**src/rtl/rom_pkg.sv**
```systemverilog
// Shared definitions for the ROM fetch sequencer and the ROM instance it reads.
package rom_pkg;

    localparam int ROM_AW = 12;
    localparam int ROM_DW = 8;

    typedef enum logic [1:0] {
        ST_IDLE  = 2'd0,
        ST_RUN   = 2'd1,
        ST_DRAIN = 2'd2
    } state_e;

endpackage

```
**src/rtl/rom_fetch_seq_if.sv**
```systemverilog
// ROM read port plus the valid/ready output stream of the fetch sequencer.
interface rom_fetch_seq_if
    import rom_pkg::*;
#(
    parameter int AW = ROM_AW,
    parameter int DW = ROM_DW
);

    logic [AW-1:0] rom_addr;
    logic [DW-1:0] rom_data;
    logic [DW-1:0] out_data;
    logic          out_valid;
    logic          out_ready;

    // Sequencer side: drives the ROM address and the stream, reads ROM data and consumer ready.
    modport master (
        output rom_addr,
        input  rom_data,
        output out_data,
        output out_valid,
        input  out_ready
    );

    // ROM/consumer side.
    modport slave (
        input  rom_addr,
        output rom_data,
        input  out_data,
        input  out_valid,
        output out_ready
    );

endinterface

```
**src/rtl/skid_fifo2.sv**
```systemverilog
// Two-entry synchronous FIFO; push and pop in the same cycle leave the count unchanged.
module skid_fifo2
    import rom_pkg::*;
#(
    parameter int DW = ROM_DW
) (
    input  logic          clk,
    input  logic          rst_n,
    input  logic          push,
    input  logic          pop,
    input  logic [DW-1:0] din,
    output logic [DW-1:0] dout,
    output logic [1:0]    count
);

    logic [DW-1:0] mem_q [2];
    logic [DW-1:0] mem_d [2];
    logic          rd_ptr_q, rd_ptr_d;
    logic          wr_ptr_q, wr_ptr_d;
    logic [1:0]    count_q, count_d;

    // Next-state: write at the tail on push, advance the head on pop.
    always_comb begin
        mem_d[0] = mem_q[0];
        mem_d[1] = mem_q[1];
        rd_ptr_d = rd_ptr_q;
        wr_ptr_d = wr_ptr_q;
        if (push) begin
            mem_d[wr_ptr_q] = din;
            wr_ptr_d        = ~wr_ptr_q;
        end
        if (pop) begin
            rd_ptr_d = ~rd_ptr_q;
        end
        count_d = count_q + {1'b0, push} - {1'b0, pop};
    end

    // Storage and pointers; cleared storage keeps dout at zero after reset.
    always_ff @(posedge clk) begin
        if (!rst_n) begin
            mem_q[0] <= '0;
            mem_q[1] <= '0;
            rd_ptr_q <= 1'b0;
            wr_ptr_q <= 1'b0;
            count_q  <= 2'd0;
        end else begin
            mem_q[0] <= mem_d[0];
            mem_q[1] <= mem_d[1];
            rd_ptr_q <= rd_ptr_d;
            wr_ptr_q <= wr_ptr_d;
            count_q  <= count_d;
        end
    end

    assign dout  = mem_q[rd_ptr_q];
    assign count = count_q;

endmodule

```
**src/rtl/rom_fetch_seq.sv**
```systemverilog
// Burst reader for a registered-read ROM: issues sequential addresses and
// re-times the one-cycle read latency onto a full-throughput valid/ready stream.
module rom_fetch_seq
    import rom_pkg::*;
#(
    parameter int AW = ROM_AW,
    parameter int DW = ROM_DW
) (
    input  logic            clk,
    input  logic            rst_n,
    input  logic            start,
    input  logic            abort,
    input  logic [AW-1:0]   base_addr,
    input  logic [AW-1:0]   len,
    input  logic            loop,
    rom_fetch_seq_if.master bus,
    output logic            busy,
    output logic            done
);

    state_e        state_q, state_d;
    logic [AW-1:0] ptr_q, ptr_d;
    logic [AW-1:0] remaining_q, remaining_d;
    logic [AW-1:0] base_q, base_d;
    logic [AW-1:0] len_q, len_d;
    logic          loop_q, loop_d;
    logic          inflight_q, inflight_d;
    logic          done_q, done_d;

    logic [1:0]    fifo_count;
    logic [DW-1:0] fifo_dout;
    logic          pop;
    logic          flush;
    logic          fifo_rst_n;
    logic [2:0]    occ;
    logic [2:0]    occ_after;
    logic          issue;

    assign pop        = bus.out_valid && bus.out_ready;
    assign flush      = abort && (state_q != ST_IDLE);
    // Abort empties the buffer through its synchronous clear.
    assign fifo_rst_n = rst_n && !flush;

    // Buffered words plus the word the ROM is returning right now.
    assign occ       = {1'b0, fifo_count} + {2'b00, inflight_q};
    assign occ_after = occ - {2'b00, pop};
    // Only issue when the returning word is guaranteed a free slot.
    assign issue     = (state_q == ST_RUN) && (remaining_q != '0) && ((occ < 3'd2) || pop);

    // Sequencer next-state, address counter and done pulse.
    always_comb begin
        state_d     = state_q;
        ptr_d       = ptr_q;
        remaining_d = remaining_q;
        base_d      = base_q;
        len_d       = len_q;
        loop_d      = loop_q;
        inflight_d  = 1'b0;
        done_d      = 1'b0;
        case (state_q)
            ST_IDLE: begin
                if (start) begin
                    if (len != '0) begin
                        state_d     = ST_RUN;
                        ptr_d       = base_addr;
                        remaining_d = len;
                        base_d      = base_addr;
                        len_d       = len;
                        loop_d      = loop;
                    end else begin
                        done_d = 1'b1;
                    end
                end
            end
            ST_RUN: begin
                if (abort) begin
                    state_d     = ST_IDLE;
                    remaining_d = '0;
                end else if (issue) begin
                    inflight_d = 1'b1;
                    if (remaining_q == AW'(1)) begin
                        if (loop_q) begin
                            // Reload in the same edge so the repeat has no bubble.
                            ptr_d       = base_q;
                            remaining_d = len_q;
                        end else begin
                            ptr_d       = ptr_q + AW'(1);
                            remaining_d = '0;
                            state_d     = ST_DRAIN;
                        end
                    end else begin
                        ptr_d       = ptr_q + AW'(1);
                        remaining_d = remaining_q - AW'(1);
                    end
                end
            end
            ST_DRAIN: begin
                if (abort) begin
                    state_d = ST_IDLE;
                end else if (occ_after == 3'd0) begin
                    // Last word leaves at this edge: finish and pulse done.
                    state_d = ST_IDLE;
                    done_d  = 1'b1;
                end
            end
            default: begin
                state_d = ST_IDLE;
            end
        endcase
    end

    // Sequencer state registers.
    always_ff @(posedge clk) begin
        if (!rst_n) begin
            state_q     <= ST_IDLE;
            ptr_q       <= '0;
            remaining_q <= '0;
            base_q      <= '0;
            len_q       <= '0;
            loop_q      <= 1'b0;
            inflight_q  <= 1'b0;
            done_q      <= 1'b0;
        end else begin
            state_q     <= state_d;
            ptr_q       <= ptr_d;
            remaining_q <= remaining_d;
            base_q      <= base_d;
            len_q       <= len_d;
            loop_q      <= loop_d;
            inflight_q  <= inflight_d;
            done_q      <= done_d;
        end
    end

    skid_fifo2 #(.DW(DW)) u_fifo (
        .clk   (clk),
        .rst_n (fifo_rst_n),
        .push  (inflight_q),
        .pop   (pop),
        .din   (bus.rom_data),
        .dout  (fifo_dout),
        .count (fifo_count)
    );

    assign bus.rom_addr  = ptr_q;
    assign bus.out_data  = fifo_dout;
    assign bus.out_valid = (fifo_count != 2'd0);
    assign busy          = (state_q != ST_IDLE);
    assign done          = done_q;

endmodule

```
**src/flat_wrapper.sv**
```systemverilog
// flat-port wrapper written by rule: the top's interface ports become plain ports
module rom_fetch_seq_flat import rom_pkg::*;
#(
    parameter int AW = ROM_AW,
    parameter int DW = ROM_DW
)
  (clk, rst_n, start, abort, base_addr, len, loop, busy, done, bus_rom_addr, bus_rom_data, bus_out_data, bus_out_valid, bus_out_ready);
  rom_fetch_seq_if #(.AW(AW), .DW(DW)) bus_i ();
  input  logic clk;
  input  logic rst_n;
  input  logic start;
  input  logic abort;
  input  logic [AW-1:0] base_addr;
  input  logic [AW-1:0] len;
  input  logic loop;
  output logic busy;
  output logic done;
  output wire logic [$bits(bus_i.rom_addr)-1:0] bus_rom_addr;
  input wire logic [$bits(bus_i.rom_data)-1:0] bus_rom_data;
  output wire logic [$bits(bus_i.out_data)-1:0] bus_out_data;
  output wire logic [$bits(bus_i.out_valid)-1:0] bus_out_valid;
  input wire logic [$bits(bus_i.out_ready)-1:0] bus_out_ready;
  assign bus_rom_addr = bus_i.rom_addr;
  assign bus_i.rom_data = bus_rom_data;
  assign bus_out_data = bus_i.out_data;
  assign bus_out_valid = bus_i.out_valid;
  assign bus_i.out_ready = bus_out_ready;
  rom_fetch_seq #(.AW(AW), .DW(DW)) u_core (.clk(clk), .rst_n(rst_n), .start(start), .abort(abort), .base_addr(base_addr), .len(len), .loop(loop), .bus(bus_i), .busy(busy), .done(done));
endmodule
```
**config.mk**
```make
export PLATFORM = sky130hd
export DESIGN_NAME = rom_fetch_seq_flat
export DESIGN_NICKNAME = d
export VERILOG_FILES = /design/src/rtl/rom_pkg.sv /design/src/rtl/rom_fetch_seq_if.sv /design/src/rtl/skid_fifo2.sv /design/src/rtl/rom_fetch_seq.sv /design/src/flat_wrapper.sv
export SDC_FILE = /design/constraint.sdc
export NUM_CORES = 1
export LEC_CHECK = 0
export CAP_MARGIN = 10
export CORE_UTILIZATION = 40
export CTS_BUF_LIST = sky130_fd_sc_hd__clkbuf_2 sky130_fd_sc_hd__clkbuf_4 sky130_fd_sc_hd__clkbuf_8
export DETAILED_ROUTE_END_ITERATION = 16
export SLEW_MARGIN = 20
export SYNTH_ARGS = -nofsm -noshare
export SYNTH_HDL_FRONTEND = slang
export SYNTH_SLANG_ARGS = --single-unit
```
**constraint.sdc**
```tcl
create_clock -name clk -period 5.25 [get_ports clk]
set_clock_uncertainty 0.05 [all_clocks]
set_input_delay 1.05 -clock clk [delete_from_list [all_inputs] [get_ports clk]]
set_output_delay 1.05 -clock clk [all_outputs]
set_load 0.02 [all_outputs]
```
---- After elaboration in Yosys (flattened, before gate mapping) ----
Memories as Yosys holds them, arrays and structs flattened. A register that Yosys moved wholly into a read port is not among the register bits.
Index checks and enable logic that the tools add are counted.
word-level totals
  RAM bits ................................ 16
  bits in registers ....................... 57
  output and inout bits ................... 23
  memories ................................ 1
cells by class
  magnitude comparators ................... 3
  equality and inequality tests ........... 11
  muxes and demuxes ....................... 39
  $add $sub $neg .......................... 6
  reductions and logical operators ........ 20
  bitwise gates (word level) .............. 7
memories
  memory               depth  bits a word  read ports  clocked after memory_dff  wr ports  RTL line          source
  u_core.u_fifo.mem_q  2      8            3           1                         2         skid_fifo2.sv:16  logic [DW-1:0] mem_q [2];
operators with widths
  cell                                                                      number
  12-bit two-way mux                                                        12
  12-bit one-hot mux with 2 select lines                                    2
  8-bit two-way mux                                                         3
  12-bit nonzero test                                                       2
  16-bit bitwise mux                                                        1
  16-bit two-way mux                                                        1
  2-bit two-way mux                                                         8
  12-bit by 1-bit adder with 12-bit output (second input constant)          1
  12-bit by 1-bit == test with 1-bit output (second input constant)         1
  12-bit by 1-bit subtractor with 12-bit output (second input constant)     1
  1-bit two-way mux                                                         9
  8-bit demux with 1-bit select                                             1
  1-bit logical AND                                                         6
  3-bit by 2-bit inequality test with 1-bit output (second input constant)  2
  3-bit inequality test (second input constant)                             2
  2-bit one-hot mux with 3 select lines                                     1
  6-bit AND reduction                                                       1
  2-bit nonzero test                                                        3
  5-bit AND reduction                                                       1
  2-bit by 1-bit inequality test with 1-bit output (second input constant)  2
  2-bit inequality test (second input constant)                             2
  1-bit inverter                                                            4
  4-bit AND reduction                                                       1
  2-bit by 1-bit adder with 3-bit output                                    1
  17 further kinds                                                          18

---- Longest topological paths before layout ----
Gate-level depths: netlist of run 1.
  word-level depth ........................ 8
  mapped depth ............................ 8
  depth with buffers taken out ............ 8

---- Modules after synthesis ----
From an unflattened synthesis of run 1, not the netlist that was laid out.
unflattened totals
  cell total of the unflattened synthesis .. 472
  area, all modules ....................... 3981.3 µm²
modules (own cells, without submodules)
  module         cells each  instances  area each (µm²)
  rom_fetch_seq  372         1          3061.7
  skid_fifo2     100         1          919.6

---- Worst setup path after synthesis of run 1 ----
Ideal clock, no wire load.
  path type ............................... input port to flip-flop
  from .................................... in len[2]
  to ...................................... reg u_core.ptr_q[5], in the netlist u_core.bus.rom_addr[5]
  stages .................................. 7
  data required time ...................... 5067 ps
  arrival ................................. 2392 ps
  slack ................................... 2676 ps
  path buffers ............................ 2
  path through ............................ nor4_1 > nand3_1 > and3_1 > clkbuf_1 > buf_1 > o31ai_1 > a31oi_1
between the ends
  longest elaborated chain between the ends .. 3
RTL lines
  element                                                     RTL line              source
  start: declaration                                          flat_wrapper.sv:14    input logic [AW-1:0] len;
  12-bit nonzero test                                         rom_fetch_seq.sv:63   if (len != '0) begin
  2-bit by 1-bit inequality test with 1-bit output (no line)  -
  5-bit AND reduction (no line)                               -
  end signal: assignment                                      rom_fetch_seq.sv:125  ptr_q <= ptr_d;
  end: declaration                                            rom_fetch_seq.sv:22   logic [AW-1:0] ptr_q, ptr_d;
Every way passes these cells.
A chain may end at the register's enable or synchronous reset.

---- Worst setup path in the final report of run 1 ----
  from .................................... in len[11]
  to ...................................... reg u_core.ptr_q[3], in the netlist u_core.bus.rom_addr[3]
Same word-level chain as after synthesis.

==> flow_summary_export.csv, run 1 <==
group,metric,value,unit
die,core_area,9370,µm²
routing,dr.pass1.iters,5,
routing,wirelength,11200,µm
synth,synth-async-reset-ratio,0,%
synth,synth_ff_type,"dfxtp_1",
sta,fmax,0.286,GHz
setup_path,cp.required,5480,ps
setup_path,critPathTopFamily,"simple AND/OR/NAND/NOR gates",
sta,finalHoldViolCount,0,
setup_path,path_buf_inv,2,
global_routing,overflow,0,
die,fp-row-count,35,
routing,routed_via_density,5.67,
setup_path,slowest_stage,"and3_1",
routing,drtIter0Drc,334,
sta,period_needed,3490,ps
setup_path,cp-start-kind,"input port",
global_routing,grt_pass1_wl,18100,µm
cts,clkSinkCount,74,
synth,ys_ff_latch,74,
setup_path,critPathCaptureType,"flip-flop",
worst_hold_path,hp-class,"flip-flop to flip-flop",
sta,fin_crit_sh,66.5,%
synth,mappedNetlistArea,3920,µm²
setup_path,max_stage_delay,580,ps
setup_path,rrSetupSlack,2120,ps
job,drv_cap,0,
global_routing,antenna_found_initial,0,
setup_path,reg2reg_depth,6,
synth,synth_edf_count,0,
cts,cts_repair_resize_count,0,
global_routing,grt_pass1_vias,3633,
power_and_ir_drop,powerDensity,309,nW/µm²
sta,relSlewSlack,27.1,%
layout,n_antenna_cell,0,
cts,clkLatencyLatePin,350,ps
synth,synthesis.nets,539,
setup_path,worst-setup-path-type,"input port to flip-flop",
cts,cts_hold_buf,0,
die,start_util,41.8,%
global_routing,grt_start_max_net_pins,38,
cts,htree_levels,3,
layout,synthToLayoutAreaGrowth,22.5,%
cts,clk_pin_slew_worst_paths,90,ps
layout,fillers,930,
worst_hold_path,holdPathEnd,"u_core.u_fifo.mem_q[1][2]",
sta,worstMarginPinSlew,1090,ps
layout,fin_nets,584,
cts,cts-root-buf,"clkbuf_8",
worst_hold_path,hold-path-cell-count,2,
synth,ys_types,58,
synth,seq_area_frac_synth,37.8,%
setup_path,timing.rr.start,"u_core.state_q[0]",
global_routing,grt.total_usage,23.1,%
power_and_ir_drop,peakVddDrop,0.143,mV
layout,final_cells,670,
outcome,status,"finished, final reports clean",
sta,grt_setup_unrepaired,"false",
routing,post-route-drc-count,0,
layout,final_common_cell,"nand2_1",
layout,drive_above_1_share,7.76,%
cts,tritoncts,"built",
place,gp_congestion,0.940,
setup_path,path_cells,"clkdlybuf4s50_1, nor4_1, nand3_1, and3_1, buf_4, or2_1, a31oi_1",
cts,postCtsSetupBuffers,0,
synth,synth_warnings,0,
sta,timing.final.max_slew_violations,0,
setup_path,arrival,3730,ps
sta,fin_tns_setup,0,ps
routing,postRouteAntennaNets,0,
place,dp_cells,654,
power_and_ir_drop,p_leak,1.76,nW
cts,clock_path_buffers,2,
routing,vias,3798,
place,numPortBuffers,60,
setup_path,cp.depth,7,
cts,cts_buffers,9,
place,hpwl,7520,µm
layout,final_cell_mix,"104 x nand2_1, 74 x dfxtp_1, 60 x clkdlybuf4s50_1",
worst_hold_path,hp-start,"u_core.u_fifo.mem_q[1][2]",
sta,setup_viol,0,
synth,synth_cells,491,
setup_path,critPathMaxFanout,23,
setup_path,r2r_end,"u_core.bus.rom_addr[11]",
die,pin_count,61,
die,die_height,101,µm
die,dieWidth,101,µm
die,dieArea,10200,µm²
synth,avgSynthCellArea,7.98,µm²
routing,post_drt_wl_per_cell,16.7,µm
-- synth_stat cells (4+ instances only) --
library cell	instances	area, µm²
and3_1	4	25.0
xnor2_1	13	114
mux2_2	9	101
a211oi_1	6	45.0
a31oi_1	10	62.6
nor2b_1	4	25.0
o31ai_1	11	82.6
or3_1	4	25.0
ha_1	10	125
dfxtp_1	74	1480
o21ai_0	9	45.0
nor2_1	24	90.1
xor2_1	7	61.3
nor4_1	8	50.1
o211ai_1	5	37.5
nand3_1	17	85.1
nor3_1	9	45.0
and4_1	4	35.0
clkbuf_1	23	86.3
a21oi_1	54	270
inv_1	15	56.3
nand2_1	104	390
-- power breakdown --
part	internal, mW	switching [mW]	leakage, nW
Combinational	0.151	0.191	1.05
Sequential	0.603	0.0581	0.607
Clock	0.229	0.249	0.103
-- state kept, by name, summed over array words and instances, names as in the netlist, named ones only --
| register | flops |
|---|---|
| u_core.u_fifo.count | 2 |
| u_core.base_q | 12 |
| u_core.state_q | 2 |
| u_core.done | 1 |
| u_core.u_fifo.mem_q | 16 |
| u_core.remaining_q | 12 |
| u_core.len_q | 12 |
| u_core.loop_q | 1 |
| u_core.u_fifo.rd_ptr_q | 1 |
| u_core.bus.rom_addr | 12 |
| u_core.u_fifo.wr_ptr_q | 1 |
| u_core.inflight_q | 1 |
-- layer usage --
layer  part of all wire, %  global-route usage, %  routed length, µm
met4                   1.4                   8.47                155
met1                    49                   32.5               5540
met3                   4.9                   4.44                546
met5                     0                      0                  0
met2                    44                   34.9               4960
-- cell type report --
type | instances | area, µm² | share of cell area [%]
clock buffers | 9 | 124 | 2.58
clock inverters | 7 | 83.8 | 1.75
inverters | 16 | 60.1 | 1.25
multi-input cells | 371 | 2260 | 47.0
flip-flops and latches | 74 | 1480 | 30.9
well taps | 129 | 161 | 3.36
repair buffers | 64 | 631 | 13.1
-- logic make-up after synthesis --
family	share of synthesized area, %
AO/OA/AOI/OAI	20.9
XOR/XNOR	4.47
adder cells (fa/ha/maj)	3.19
buffers and inverters	4.70
flip-flops	37.8
multiplexers	2.59
AND/OR/NAND/NOR	26.3
-- worst max-delay path by stage --
stage,startpoint,end,slack [ps]
3_5_place_dp,len[6],u_core.bus.rom_addr[6],1470
4_1_cts,len[6],u_core.bus.rom_addr[3],1830
2_1_floorplan,len[2],u_core.bus.rom_addr[5],2680
6_report,len[11],u_core.bus.rom_addr[3],1760
3_3_place_gp,len[11],u_core.bus.rom_addr[3],1590
5_1_grt,len[11],u_core.bus.rom_addr[8],1660
-- through the flow --
step	instance area [µm²]	util [%]	setup WS, ps	total power [mW]	hold WS, ps
global placement	4580	48.9	1590	1.01	389
detailed placement	4590	49.0	1470	1.01	393
CTS	4800	51.2	1830	1.49	406
global route	4800	51.2	1660	1.56	430
finish	4800	51.2	1760	1.48	404
floorplan	3920	-	2680	0.884	382
-- tightest hold or removal path, stage by stage (launching register included) --
cell and delay, ps:
dfxtp_1 320, nand2_1 50, a21oi_1 50
Note: power is estimated with default switching activity, not from simulation.
==> run 2, diff against run 1 <==
==> constraint.sdc (replaced) <==
create_clock -name clk -period 3.6 [get_ports clk]
set_clock_uncertainty 0.05 [all_clocks]
set_input_delay 0.72 -clock clk [delete_from_list [all_inputs] [get_ports clk]]
set_output_delay 0.72 -clock clk [all_outputs]
set_load 0.02 [all_outputs]
==> run 2 against run 1 <==
Hold slack improved by 3.5 ps; final cell count rose by 0.75%; sequential cell count unchanged; clock-buffer cell count unchanged; die area stayed put; via count shrank 1.2%; total power rose by 41%; sequential power up 46%.
==> flow_summary_export.csv, run 2 (synthesis gave the netlist of run 1 again) <==
group,metric,value,unit
power_and_ir_drop,total_power,2.09,mW
global_routing,grt_pass1_vias,3475,
global_routing,antenna_found_initial,0,
sta,fin_tns_setup,0,ps
sta,worstMarginPinSlew,823,ps
job,drv_cap,0,
setup_path,cp-start-kind,"input port",
routing,post_drt_wl_per_cell,16.0,µm
layout,seqCellArea,1480,µm²
layout,synthToLayoutAreaGrowth,23.0,%
place,numPortBuffers,60,
sta,hold_ws,408,ps
sta,relSlewSlack,45.2,%
sta,fin_crit_sh,83.2,%
power_and_ir_drop,p_switching,0.723,mW
die,die_height,101,µm
sta,grt_setup_unrepaired,"false",
place,hpwl,7480,µm
setup_path,worst-setup-path-type,"input port to flip-flop",
cts,cts_hold_buf,0,
power_and_ir_drop,seqPwrFrac,46.0,%
global_routing,grt_pass1_wl,17500,µm
routing,vias,3751,
cts,cts-root-buf,"clkbuf_8",
layout,final_cells,675,
cts,clk_pin_slew_worst_paths,90,ps
worst_hold_path,hold-path-cell-count,2,
power_and_ir_drop,powerDensity,434,nW/µm²
cts,clock_path_buffers,2,
layout,largest_reg_flops,16,
die,pin_count,61,
power_and_ir_drop,peakVddDrop,0.215,mV
routing,drtIter0Drc,230,
setup_path,arrival,3220,ps
sta,period_needed,2990,ps
sta,finalHoldViolCount,0,
worst_hold_path,hp-start,"u_core.u_fifo.mem_q[0][7]",
power_and_ir_drop,swShare,34.5,%
die,dieArea,10200,µm²
setup_path,critPathCaptureType,"flip-flop",
setup_path,cp.required,3830,ps
cts,postCtsSetupBuffers,0,
worst_hold_path,holdPathEnd,"u_core.u_fifo.mem_q[0][7]",
power_and_ir_drop,p_int,1.37,mW
layout,final_common_cell,"nand2_1",
place,dp_cells,659,
outcome,status,"finished, final reports clean",
die,dieWidth,101,µm
power_and_ir_drop,power_frac_comb,24.1,%
die,core_area,9370,µm²
routing,dr.pass1.iters,5,
setup_path,critPathLaunch,"len[6]",
sta,fmax,0.334,GHz
global_routing,grt_start_max_net_pins,38,
layout,utilization,51.4,%
die,start_util,41.8,%
routing,wirelength,10800,µm
setup_path,critPathMaxFanout,22,
layout,fin_area,4820,µm²
layout,drive_above_1_share,8.42,%
cts,tritoncts,"built",
global_routing,grt.total_usage,22.1,%
setup_path,reg2reg_depth,6,
cts,cts_buffers,9,
sta,timing.final.max_slew_violations,0,
cts,clkSinkCount,74,
power_and_ir_drop,p_leak,1.77,nW
worst_hold_path,hp-class,"flip-flop to flip-flop",
routing,postRouteAntennaNets,0,
layout,final_cell_mix,"104 x nand2_1, 74 x dfxtp_1, 60 x clkdlybuf4s50_1",
layout,n_antenna_cell,0,
die,fp-row-count,35,
sta,setup_viol,0,
layout,fillers,955,
sta,setup_slack,605,ps
cts,htree_levels,3,
place,placed_area,4630,µm²
layout,fin_nets,589,
cts,cts_repair_resize_count,0,
routing,post-route-drc-count,0,
power_and_ir_drop,pwr-share-clk,29.8,%
setup_path,timing.rr.start,"u_core.remaining_q[0]",
cts,clkLatencyLatePin,350,ps
setup_path,rrSetupSlack,850,ps
routing,routed_via_density,5.56,
setup_path,r2r_end,"u_core.bus.rom_addr[9]",
layout,multiInputGateArea,2250,µm²
global_routing,overflow,0,
layout,regMostFlops,"u_core.u_fifo.mem_q",
place,post-place-ws,376,ps
place,gp_congestion,0.904,
==> run 2: cell types whose count changed in the layout (fill, tap and decap cells not counted) <==
cell / previous run / this run
clkinvlp_4: 1 / 3
buf_4: 4 / 8
nand3_1: 16 / 17
clkinv_4: 1 / 0
nand3_2: 1 / 0
buf_12: 0 / 1
bufinv_16: 1 / 0
==> run 2: layout make-up <==
class                           count  area share (%)
Inverter                           16            1.25
Multi-Input combinational cell    371            46.7
Clock inverter                      7            1.25
Tap cell                          129            3.35
Timing Repair Buffer               69            14.1
Sequential cell                    74            30.7
Clock buffer                        9            2.57
==> run 2: per-layer routing <==
| layer | GRT usage, % | part of all wire [%] |
|---|---|---|
| met5 | 0 | 0 |
| met4 | 5.80 | 0.80 |
| met3 | 4.51 | 5.7 |
| met2 | 34.2 | 44 |
| met1 | 31.2 | 50 |
==> run 2: how the worst max path moves through the flow <==
| stage | cells past startpoint | slack, ps | end |
|---|---|---|---|
| after floorplan | 7 | 1360 | u_core.bus.rom_addr[5] |
| after global placement | 6 | 440 | u_core.bus.rom_addr[10] |
| after detailed placement | 6 | 380 | u_core.bus.rom_addr[5] |
| after CTS | 6 | 720 | u_core.bus.rom_addr[5] |
| after global routing | 6 | 420 | u_core.bus.rom_addr[5] |
| final | 6 | 610 | u_core.bus.rom_addr[5] |
==> run 2: worst max-delay path, stage by stage <==
cell             delay (ps)
clkdlybuf4s50_1         450
nor4_1                  630
nand3_1                 250
and3_1                  520
or2_1                   460
a31oi_1                 180
==> run 2: power by group through the flow <==
stage / registers (mW) / clock network (mW) / logic, mW
after floorplan: 0.969 / 0 / 0.320
after detailed placement: 0.981 / 0 / 0.499
final: 0.963 / 0.624 / 0.505
after global routing: 0.974 / 0.674 / 0.554
after global placement: 0.980 / 0 / 0.496
after CTS: 0.962 / 0.642 / 0.502
==> run 3, diff against run 2 <==
==> constraint.sdc (replaced) <==
create_clock -name clk -period 2.5 [get_ports clk]
set_clock_uncertainty 0.05 [all_clocks]
set_input_delay 0.5 -clock clk [delete_from_list [all_inputs] [get_ports clk]]
set_output_delay 0.5 -clock clk [all_outputs]
set_load 0.02 [all_outputs]
==> run 3 against run 2 <==
Sequential power increased by 43%; clock-buffer cell count did not move; wire length rose by 1.3%; sequential share of layout area down 1.8 points; first-iteration DRC count is 9.6% higher; critical path depth decreased by 4; critical path type is now flip-flop to output port; sequential cell count is the same; utilization grew 3.3 points; via count is 3.7% higher.
==> flow_summary_export.csv, run 3 (synthesis gave the netlist of run 1 again) <==
group,metric,value,unit
outcome,status,"finished, final reports clean",
place,numPortBuffers,60,
sta,timing.final.max_slew_violations,0,
layout,final_common_cell,"nand2_1",
sta,period_needed,2400,ps
global_routing,grt_start_max_net_pins,27,
cts,clkLatencyLatePin,360,ps
die,pin_count,61,
sta,fin_tns_setup,0,ps
global_routing,grt_pass1_vias,3560,
layout,drive_above_1_share,14.4,%
sta,relSlewSlack,57.8,%
die,die_height,101,µm
cts,clock_path_buffers,2,
place,gp_congestion,0.894,
routing,wirelength,11000,µm
worst_hold_path,hp-class,"flip-flop to flip-flop",
cts,clk_pin_slew_worst_paths,90,ps
setup_path,worst-setup-path-type,"flip-flop to output port",
routing,routed_via_density,5.47,
die,dieWidth,101,µm
setup_path,arrival,1850,ps
die,fp-row-count,35,
die,core_area,9370,µm²
global_routing,grt.total_usage,22.5,%
cts,cts_repair_resize_count,0,
cts,postCtsSetupBuffers,0,
routing,dr.pass1.iters,5,
layout,n_antenna_cell,0,
layout,synthToLayoutAreaGrowth,31.0,%
sta,finalHoldViolCount,0,
sta,setup_viol,0,
cts,cts-root-buf,"clkbuf_8",
routing,postRouteAntennaNets,0,
cts,cts_buffers,9,
place,hpwl,8060,µm
worst_hold_path,hp-start,"u_core.base_q[11]",
setup_path,cp-start-kind,"flip-flop",
cts,htree_levels,3,
sta,fin_crit_sh,96.0,%
cts,tritoncts,"built",
setup_path,critPathMaxFanout,8,
routing,post-route-drc-count,0,
die,dieArea,10200,µm²
die,start_util,41.8,%
setup_path,critPathCaptureType,"output port",
routing,drtIter0Drc,252,
job,drv_cap,0,
power_and_ir_drop,peakVddDrop,0.284,mV
setup_path,timing.rr.start,"u_core.remaining_q[1]",
global_routing,antenna_found_initial,0,
cts,clkSinkCount,74,
sta,fmax,0.417,GHz
layout,regMostFlops,"u_core.u_fifo.mem_q",
global_routing,grt_pass1_wl,17800,µm
layout,fillers,933,
setup_path,cp.required,1950,ps
sta,grt_setup_unrepaired,"false",
global_routing,overflow,0,
layout,final_cells,711,
cts,cts_hold_buf,0,
layout,fin_nets,625,
layout,largest_reg_flops,16,
routing,post_drt_wl_per_cell,15.4,µm
place,dp_cells,695,
power_and_ir_drop,p_leak,1.96,nW
layout,final_cell_mix,"104 x nand2_1, 73 x dfxtp_1, 60 x clkdlybuf4s50_1",
power_and_ir_drop,powerDensity,618,nW/µm²
sta,worstMarginPinSlew,627,ps
routing,vias,3890,
==> run 3: cell types whose count changed in the layout (fill, tap and decap cells not counted), sizes merged <==
cell      previous run  this run
buf                  9        45
bufinv               0         1
clkinvlp             3         2
==> run 3: layer usage <==
layer	wire length [µm]	share of wire, %	vias up	global-route usage [%]
met5	0	0	-	0
met1	5320	48	1823	31.4
met2	4880	45	118	35.1
met4	176	1.6	0	8.58
met3	585	5.3	13	3.19
li1	-	-	1936	-
==> run 3: cell type report <==
cell class	instances	area, µm²	share of cell area (%)
clock buffer	9	124	2.41
multi-input combinational	371	2260	44.0
timing repair buffer	105	963	18.8
clock inverter	7	82.6	1.61
tap	129	161	3.15
inverter	16	60.1	1.17
sequential	74	1480	28.9
==> run 3: critical path, cell delays in order, from the launching register on <==
cell             delay, ps
dfxtp_1                560
mux2_2                 390
clkdlybuf4s50_1        540
==> run 3: path summary, 6_finish.rpt <==
check	to	slack (ps)	cells past startpoint
worst max-delay path	bus_out_data[4]	100	2
worst min-delay path	u_core.base_q[11]	400	2
worst max register to register	u_core.remaining_q[10]	180	7
worst min register to register	u_core.base_q[11]	400	2
==> run 3: where the power goes <==
part           internal, mW  switching (mW)
clock network         0.479           0.514
registers              1.27           0.112
logic                 0.381           0.416
==> run 3: per-stage QoR <==
step                      instance area [µm²]  power [mW]  hold WS [ps]  worst slack (ps)  util, %
after floorplan                          3920        1.86           382               476        -
after global placement                   4920        2.19           390              -159     52.5
after detailed placement                 4920        2.19           395              -208     52.5
after CTS                                5120        3.19           407              55.1     54.7
after global routing                     5130        3.32           429              17.9     54.8
final                                    5130        3.17           402              99.5     54.8
